--- src/rtl/dmem_arbiter.sv ---
// Data-memory arbiter between the MIPS data port and a burst DMA requester.
// The CPU has priority, and a bounded-wait counter keeps the DMA from starving.
module dmem_arbiter #(
  parameter int BURST_W  = 6,
  parameter int MAX_WAIT = 8
) (
  input  logic               CLK,
  input  logic               RESET,
  input  logic               cpu_req,
  input  logic               cpu_we,
  input  logic [31:0]        cpu_addr,
  input  logic [31:0]        cpu_wdata,
  output logic [31:0]        cpu_rdata,
  output logic               cpu_stall,
  input  logic               dma_req,
  input  logic               dma_we,
  input  logic [31:0]        dma_base,
  input  logic [BURST_W-1:0] dma_len,
  input  logic [31:0]        dma_wdata,
  output logic [31:0]        dma_rdata,
  output logic               dma_valid,
  output logic               dma_done,
  output logic               dma_busy,
  output logic [31:0]        mem_addr,
  output logic [31:0]        mem_wdata,
  output logic               MEMWRITE,
  input  logic [31:0]        mem_rdata
);

  typedef enum logic [1:0] {IDLE = 2'd0, GRANT = 2'd1, DMA = 2'd2} state_t;

  localparam logic [7:0] WAIT_LIMIT = 8'(MAX_WAIT);

  state_t               state;
  logic [7:0]           wait_cnt;
  logic [BURST_W-1:0]   beat_cnt;
  logic [BURST_W-1:0]   len;
  logic [31:0]          base;
  logic                 we;

  logic                 dma_win;
  logic                 last_beat;
  logic [31:0]          beat_off;
  logic                 mem_we;
  logic                 stall;
  logic                 valid;
  logic                 done;
  logic                 busy;

  assign dma_win   = dma_req && (!cpu_req || (wait_cnt == WAIT_LIMIT));
  assign last_beat = (beat_cnt == (len - BURST_W'(1)));
  assign beat_off  = 32'(beat_cnt) << 2;

  // Arbitration state, starvation counter and latched burst descriptor.
  always_ff @(posedge CLK) begin
    if (RESET) begin
      state    <= IDLE;
      wait_cnt <= 8'd0;
      beat_cnt <= '0;
    end else begin
      case (state)
        IDLE: begin
          if (!dma_req) begin
            wait_cnt <= 8'd0;
          end else if (dma_win) begin
            base     <= dma_base & 32'hFFFF_FFFC;
            len      <= dma_len;
            we       <= dma_we;
            wait_cnt <= 8'd0;
            state    <= GRANT;
          end else if (wait_cnt != WAIT_LIMIT) begin
            // Both requesting and the CPU won: DMA waited one more cycle.
            wait_cnt <= wait_cnt + 8'd1;
          end
        end
        GRANT: begin
          beat_cnt <= '0;
          state    <= (len == '0) ? IDLE : DMA;
        end
        DMA: begin
          if (last_beat) begin
            state <= IDLE;
          end else begin
            beat_cnt <= beat_cnt + BURST_W'(1);
          end
        end
        default: state <= IDLE;
      endcase
    end
  end

  // Memory steering and handshake outputs for the current owner.
  always_comb begin
    mem_addr  = cpu_addr;
    mem_wdata = cpu_wdata;
    mem_we    = 1'b0;
    stall     = 1'b0;
    valid     = 1'b0;
    done      = 1'b0;
    busy      = 1'b0;
    case (state)
      IDLE: begin
        mem_we = cpu_req && !dma_win && cpu_we;
        stall  = cpu_req && dma_win;
      end
      GRANT: begin
        busy  = 1'b1;
        stall = cpu_req;
        done  = (len == '0);
      end
      DMA: begin
        mem_addr  = base + beat_off;
        mem_wdata = dma_wdata;
        mem_we    = we;
        valid     = 1'b1;
        busy      = 1'b1;
        stall     = cpu_req;
        done      = last_beat;
      end
      default: begin
        mem_we = 1'b0;
      end
    endcase
  end

  assign MEMWRITE  = RESET ? 1'b0 : mem_we;
  assign cpu_stall = RESET ? 1'b0 : stall;
  assign dma_valid = RESET ? 1'b0 : valid;
  assign dma_done  = RESET ? 1'b0 : done;
  assign dma_busy  = RESET ? 1'b0 : busy;
  assign cpu_rdata = mem_rdata;
  assign dma_rdata = mem_rdata;

endmodule

--- config.mk ---
export PLATFORM = sky130hd
export DESIGN_NAME = dmem_arbiter
export DESIGN_NICKNAME = d
export VERILOG_FILES = /design/src/rtl/dmem_arbiter.sv
export SDC_FILE = /design/constraint.sdc
export NUM_CORES = 1
export LEC_CHECK = 0
export CAP_MARGIN = 5
export CORE_ASPECT_RATIO = 1.4
export CORE_MARGIN = 4
export CORE_UTILIZATION = 30
export DETAILED_ROUTE_END_ITERATION = 10
export PLACE_DENSITY = 0.77
export SYNTH_ARGS = -nofsm -noshare
export SYNTH_HDL_FRONTEND = slang
export SYNTH_SLANG_ARGS = --single-unit
--- constraint.sdc ---
create_clock -name CLK -period 6.22 [get_ports CLK]
set_clock_uncertainty 0.2 [all_clocks]
set_input_delay 1.244 -clock CLK [delete_from_list [all_inputs] [get_ports CLK]]
set_output_delay 1.244 -clock CLK [all_outputs]
set_load 0.03 [all_outputs]
# Yosys cells after proc, flatten, opt, wreduce, memory -nomap -nowiden
# Index checks and enable logic that the tools add are counted.
# W data, S select, Z words.
# word_totals
register_bits,53
inputBits,172
output_inout_bits,133
word_cells,58
# op_classes
add_sub_neg,4
n_eq_ne,10
mux,22
bitwise_logic,1
reduce_logical,15
# ops
operator,count
$mux W32,2
$add A32 B8 Y32,1
$mux W8,3
$pmux W6 S2,1
$add A8 B1 Y8 const B,1
$eq A8 B4 Y1 const B,1
$mux W2,4
$ne A2 B2 Y1 const B,4
$ne A8 B4 Y1 const B,1
$mux W1,7
$add A6 B1 Y6 const B,1
$eq A6 B6 Y1,1
$logic_not A6 Y1,1
$mux W6,1
$pmux W1 S2,3
$pmux W2 S3,1
$sub A6 B1 Y6 const B,1
$logic_and A1 B1 Y1,4
$reduce_and A2 Y1,2
$reduce_and A4 Y1,1
$ne A3 B1 Y1 const B,1
$reduce_and A3 Y1,1
$eq A2 B1 Y1 const B,1
$eq A2 B2 Y1 const B,1
other kinds (6),7

# Longest topological paths before layout
# depth
word_depth,8
mapped_depth,9
mapped_depth_nobuf,8

# Least setup slack after synthesis
# No wires, ideal clock.
# synth_path
kind,register to output
from,register beat_cnt[0]
to,output mem_addr[24]
arrival_ps,2604
required_ps,4776
setup_slack_ps,2172
path_stages_with_launch,9
path_buffers,0
path_cell_list,dfxtp_1 > ha_1 > fa_1 > a21oi_1 > o21bai_1 > a21oi_1 > nor4b_2 > a31o_2 > a31oi_1
# synth_via
elab_chain_cells,2
# synth_rtl
element,line_no,source
from (decl),36,logic [BURST_W-1:0] beat_cnt;
from (signal assigned),84,beat_cnt <= beat_cnt + BURST_W'(1);
$add A32 B8 Y32,112,mem_addr = base + beat_off;
$mux W32,101,case (state)
to (decl),24,"output logic [31:0] mem_addr,"
# Every way passes these cells.

# Worst setup path in the final report
# Ends and elaborated chain as after synthesis.

==> results.yml <==
final_layout:
  drive_gt1_share_pct: 9.764
  area_growth_pct: 45.80
  nNetsFinal: 780
synthesis:
  synth.top_cell.area_share_pct: 26.19
  synthCells: 456
  synth.net_count: 643
  synth_commonest_cells: "64 x buf_4, 45 x nor2_1, 39 x mux2_2, 37 x edfxtp_1, 34 x a21oi_1"
  async_reset_ff_share_pct: 0
  seq_area_frac_synth_pct: 33.74
  yosysUniqueCellTypes: 64
  synth_flop_cell: "edfxtp_1"
  synth_edf_count: 37
  ys_warn_count: 0
  synth_area_leader_cell: "edfxtp_1"
  yosys_register_bits: 53
  synth.top_cells.by_area: "edfxtp_1 26%, buf_4 11%, mux2_2 10%"
  yosysMostFrequentCell: "buf_4"
  synth_area_mm2: 0.004243
  avgSynthCellArea_um2: 9.304
pwr:
  leakagePower_nw: 2.146
  switchingPower_mw: 0.2831
  swShare_pct: 27.61
  p_int_mw: 0.7422
  clock_power_share_pct: 29.9
  p_seq_share_pct: 38.7
  combPwrFrac_pct: 31.4
  powerDensity_mw_per_mm2: 165.8
  irDropWorstVdd_mv: 0.1127
die:
  die_h_um: 148.7
  die_area_mm2: 0.01614
  core_area_mm2: 0.01391
  initial_core_util_pct: 30.50
  dieWidth_um: 108.5
  pin_count: 305
  row_count: 51
route:
  drt_iter0_markers: 223
  drc: 0
  vias_per_cell: 5.033
  wire_per_inst_um: 20.82
  drt_wl_total_mm: 16.24
  drtAntennaViolNets: 0
  drt_first_pass_iters: 4
  vias: 3926
timing:
  fin_setup_tns_ns: 0
  setup_ws_ns: 1.053
  finalCritPeriodShare_pct: 83.06
  setup_viol: 0
  hold_violations: 0
  drv_slew: 0
  worstMarginPinSlew_ns: 0.8640
  rsz0062_at_grt: "no"
  maxSlewHeadroom_pct: 42.34
  min_period_ns: 5.167
  fmax_ghz: 0.1936
critical_path:
  crit_type: "flop to output pin"
  crit_cells: 9
  crit_family: "compound AO/OA/AOI/OAI gates"
  required_ns: 4.78
  slowest_stage: "clkdlybuf4s50_1"
  crit_path_end_kind: "output pin"
  critPathMaxStageDelay_ns: 0.72
  crit_buf_inv: 1
  cp_common_cell: "a21oi_1"
  path_cells: "ha_1 -> fa_1 -> a21oi_1 -> o21bai_1 -> a21oi_1 -> nor4b_2 -> a31o_2 -> a31oi_1 -> clkdlybuf4s50_1"
  worstPathMaxFanout: 8
  cp.arrival_ns: 3.72
  cp-start-kind: "flop"
  reg2reg_depth: 7
clock_tree:
  htree_levels: 2
  post_cts_buffers: 0
  cts.repair.resized: 0
  cts_hold_buf: 0
  cts_tree: "built"
  clockRootBuffer: "clkbuf_16"
  clk_latency_ns: 0.29
  cts_buffers: 5
  clk_path_buf_depth: 2
  clk_pin_slew_ns: 0.07
  clkSinkCount: 53
grt:
  grt_antenna_before_repair: 1
  grt_pass1_wl_mm: 22.74
  gr-total-overflow: 0
  grtUsageTotal_pct: 18.78
  grt_pass1_vias: 3946
  grt_max_degree: 57
placement:
  routabilityCongestion: 0.8986
  numPortBuffers: 206
  pre_cts_ws_ns: 1.380
  dp_hpwl_mm: 13.71
run:
  maxCapViolCount: 0
hold_path:
  hold_class: "flop to flop"
  worstHoldPathCells: 1
outcome:
  outcome: "finished, final reports clean"
-- area by class of cell --
type,count,area [um^2]
multi-input combinational,307,2208
antenna,1,2.502
tap,185,231.5
clock buffer,8,167.7
sequential,53,1431
inverter,18,67.56
timing repair buffer,208,2077
fill,1345,7725
-- logic make-up (layout without fill, tap and decap cells) --
| logic type | count (synthesis) | after routing | synth area share (%) |
|---|---|---|---|
| compound gates | 83 | 83 | 12.74 |
| xor+xnor | 26 | 26 | 5.367 |
| fa+ha+maj | 15 | 15 | 4.600 |
| buf+inv | 96 | 234 | 14.51 |
| flops | 53 | 53 | 33.74 |
| mux | 42 | 42 | 11.06 |
| other cells | 0 | 1 | 0 |
| simple gates | 141 | 141 | 17.99 |
-- worst paths after layout --
check,startpoint,slack [ns],endpoint
worst max-delay path,beat_cnt[0]$_SDFFE_PP0P_,1.05,mem_addr[24]
worst min-delay path,wait_cnt[7]$_SDFFE_PP0P_,0.32,wait_cnt[7]$_SDFFE_PP0P_
worst max register to register,wait_cnt[1]$_SDFFE_PP0P_,3.29,base[11]$_DFFE_PP_
worst min register to register,wait_cnt[7]$_SDFFE_PP0P_,0.32,wait_cnt[7]$_SDFFE_PP0P_
-- worst reg2reg max path, stage by stage (launching register included) --
cell and delay, ns:
dfxtp_1 0.33, inv_1 0.10, ha_1 0.16, nor4b_1 0.28
a21boi_1 0.20, nand4b_1 0.26, inv_1 0.67, buf_4 0.41
-- cells in the final DEF (no fill, tap or decap), types with 3 or more instances in the layout --
| cell type | n |
|---|---|
| nand4_1 | 8 |
| nor3_1 | 6 |
| nor3b_1 | 7 |
| clkbuf_16 | 6 |
| mux2i_1 | 3 |
| dfxtp_1 | 16 |
| a31oi_1 | 3 |
| or3_1 | 6 |
| nor4_1 | 7 |
| and3_1 | 6 |
| nand2_1 | 18 |
| nand3_1 | 12 |
| a21oi_1 | 34 |
| nor4b_1 | 3 |
| nor2_1 | 45 |
| clkdlybuf4s50_1 | 206 |
| xor2_1 | 8 |
| nand2b_1 | 3 |
| ha_1 | 13 |
| o21ai_0 | 11 |
| edfxtp_1 | 37 |
| nand3b_1 | 3 |
| xnor2_1 | 18 |
| a21o_1 | 3 |
| inv_1 | 18 |
| o21a_1 | 3 |
| mux2_2 | 39 |
-- per-stage QoR --
stage / instance area, um^2 / power, mW / std cells / utilization (%) / hold WS [ns]
finish: 6186 / 1.025 / 780 / 44.47 / 0.3197
global route: 6183 / 1.066 / 779 / 44.45 / 0.3269
CTS: 6183 / 1.037 / 779 / 44.45 / 0.3168
detailed placement: 6016 / 0.7282 / 771 / 43.25 / 0.3056
global placement: 6016 / 0.7233 / 771 / 43.25 / 0.2665
floorplan: 4243 / 0.6290 / 456 / - / 0.2540
-- power by group through the flow --
stage	logic (mW)	registers, mW	clock network [mW]
after global placement	0.319	0.404	0
after floorplan	0.227	0.402	0
after global routing	0.341	0.398	0.327
after CTS	0.326	0.397	0.315
after detailed placement	0.324	0.405	0
final	0.322	0.397	0.306
-- routing by layer --
layer  routed length [um]  share of wire (%)  GRT usage [%]
met1                 5363                 33          18.74
met2                 7788                 48          31.71
met5                   13              0.080              0
met4                  489                3.0          6.759
met3                 2582                 16          11.46
-- flip-flops by register name, indices dropped and copies added, names as in the netlist --
register and cells:
beat_cnt 6, wait_cnt 8, base 30, we 1, len 6, state 2
Note: power is estimated with default switching activity, not from simulation.
==> patch: new RTL, config.mk and constraints unchanged <==
The 3 states of `state_t` get a one-hot encoding in 3 bits.
--- a/src/rtl/dmem_arbiter.sv
+++ b/src/rtl/dmem_arbiter.sv
@@ -28,5 +28,5 @@
 );
 
-  typedef enum logic [1:0] {IDLE = 2'd0, GRANT = 2'd1, DMA = 2'd2} state_t;
+  typedef enum logic [2:0] {IDLE = 3'b001, GRANT = 3'b010, DMA = 3'b100} state_t;
 
   localparam logic [7:0] WAIT_LIMIT = 8'(MAX_WAIT);
Function: same outputs for any inputs over 4 cycles, from zero or initial values and one cycle with RESET high; so few cycles prove little.
==> patch against the original RTL <==
  * Synthesized area is 2.7% lower
  * Final cell count grew 7.6%
  * Wire length up 0.97%
  * Final area shrank 2.1%
  * Total power shrank 9.5%
  * Sequential cell count grew 1
  * Worst setup slack better by 0.25 ns
  * Utilization increased by 0.55 points
  * Synthesized cell count grew 14%
==> patch: results (changes against the original RTL) <==
| Metric | Value |
|---|---|
| Outcome | completed (unchanged) |
| Post-synthesis cell count | 522 (was 456) |
| P_leak | 0.00225 µW (was 0.00215 µW) |
| CP arrival | 3.47 ns (was 3.72 ns) |
| Max Freq | 0.203 GHz (was 0.194 GHz) |
| Netlist cell types | 48 (was 64) |
| Post-Place Cells | 831 (was 771) |
| Initial antenna violation count | 4 (was 1) |
| Non-clock inverters | 12 (was 18) |
| Critical path endpoint | mem_addr[28] (was mem_addr[24]) |
| Sequential element share of the synthesized area | 35.2% (was 33.7%) |
| Reg2reg path depth | 8 (was 7) |
| Area Growth Syn to Fin | 46.8% (was 45.8%) |
| Vias in the first global route | 3834 (was 3946) |
| Die area | 0.0157 mm² (was 0.0161 mm²) |
| Dpl ws | 1.44 ns (was 1.38 ns) |
| R2R Setup Slk | 3.93 ns (was 3.29 ns) |
| Post-synth top cells | nand2_1, buf_4, o21ai_0, edfxtp_1, nor2_1 (was buf_4, nor2_1, mux2_2, edfxtp_1, a21oi_1) |
| Bufs w/o clock | 209 (was 208) |
| N_diodes | 0 (was 1) |
| Combinational power share | 25.5% (was 31.4%) |
| Share of cells above drive strength 1 | 3.50% (was 9.76%) |
| Met1 Track Usage GR | 18.1% (was 18.7%) |
| Largest net degree at the start of global routing | 46 (was 57) |
| Met2 Usage GRT | 32.0% (was 31.7%) |
| Met2 wire len | 7.33 mm (was 7.79 mm) |
| Multi-input gate count | 374 (was 307) |
| Worst VDD drop | 227 µV (was 113 µV) |
==> patch: cell types whose count changed after synthesis, moves of 7 or more <==
cell     before  now
nand2_1      18  143
o21ai_0      11   39
nor2_1       45   34
xnor2_1      18   25
mux2_2       39    1
a21oi_1      34   17
==> patch: kinds of logic after synthesis <==
family | after synthesis | share of synthesized area (%)
AO/OA/AOI/OAI | 86 | 12.8
adder cells (fa/ha/maj) | 11 | 3.52
multiplexers | 2 | 0.515
flip-flops | 54 | 35.2
XOR/XNOR | 31 | 6.58
AND/OR/NAND/NOR | 244 | 26.9
buffers and inverters | 94 | 14.6
==> patch: worst max-delay path, cell delays in order (launching register included) <==
cell and delay [ns]:
dfxtp_1 0.50, ha_1 0.29, fa_1 0.24, a21o_1 0.12
a21oi_1 0.12, o21a_1 0.32, or3_1 0.40, or3_1 0.31
a31oi_1 0.17, clkdlybuf4s50_1 0.70
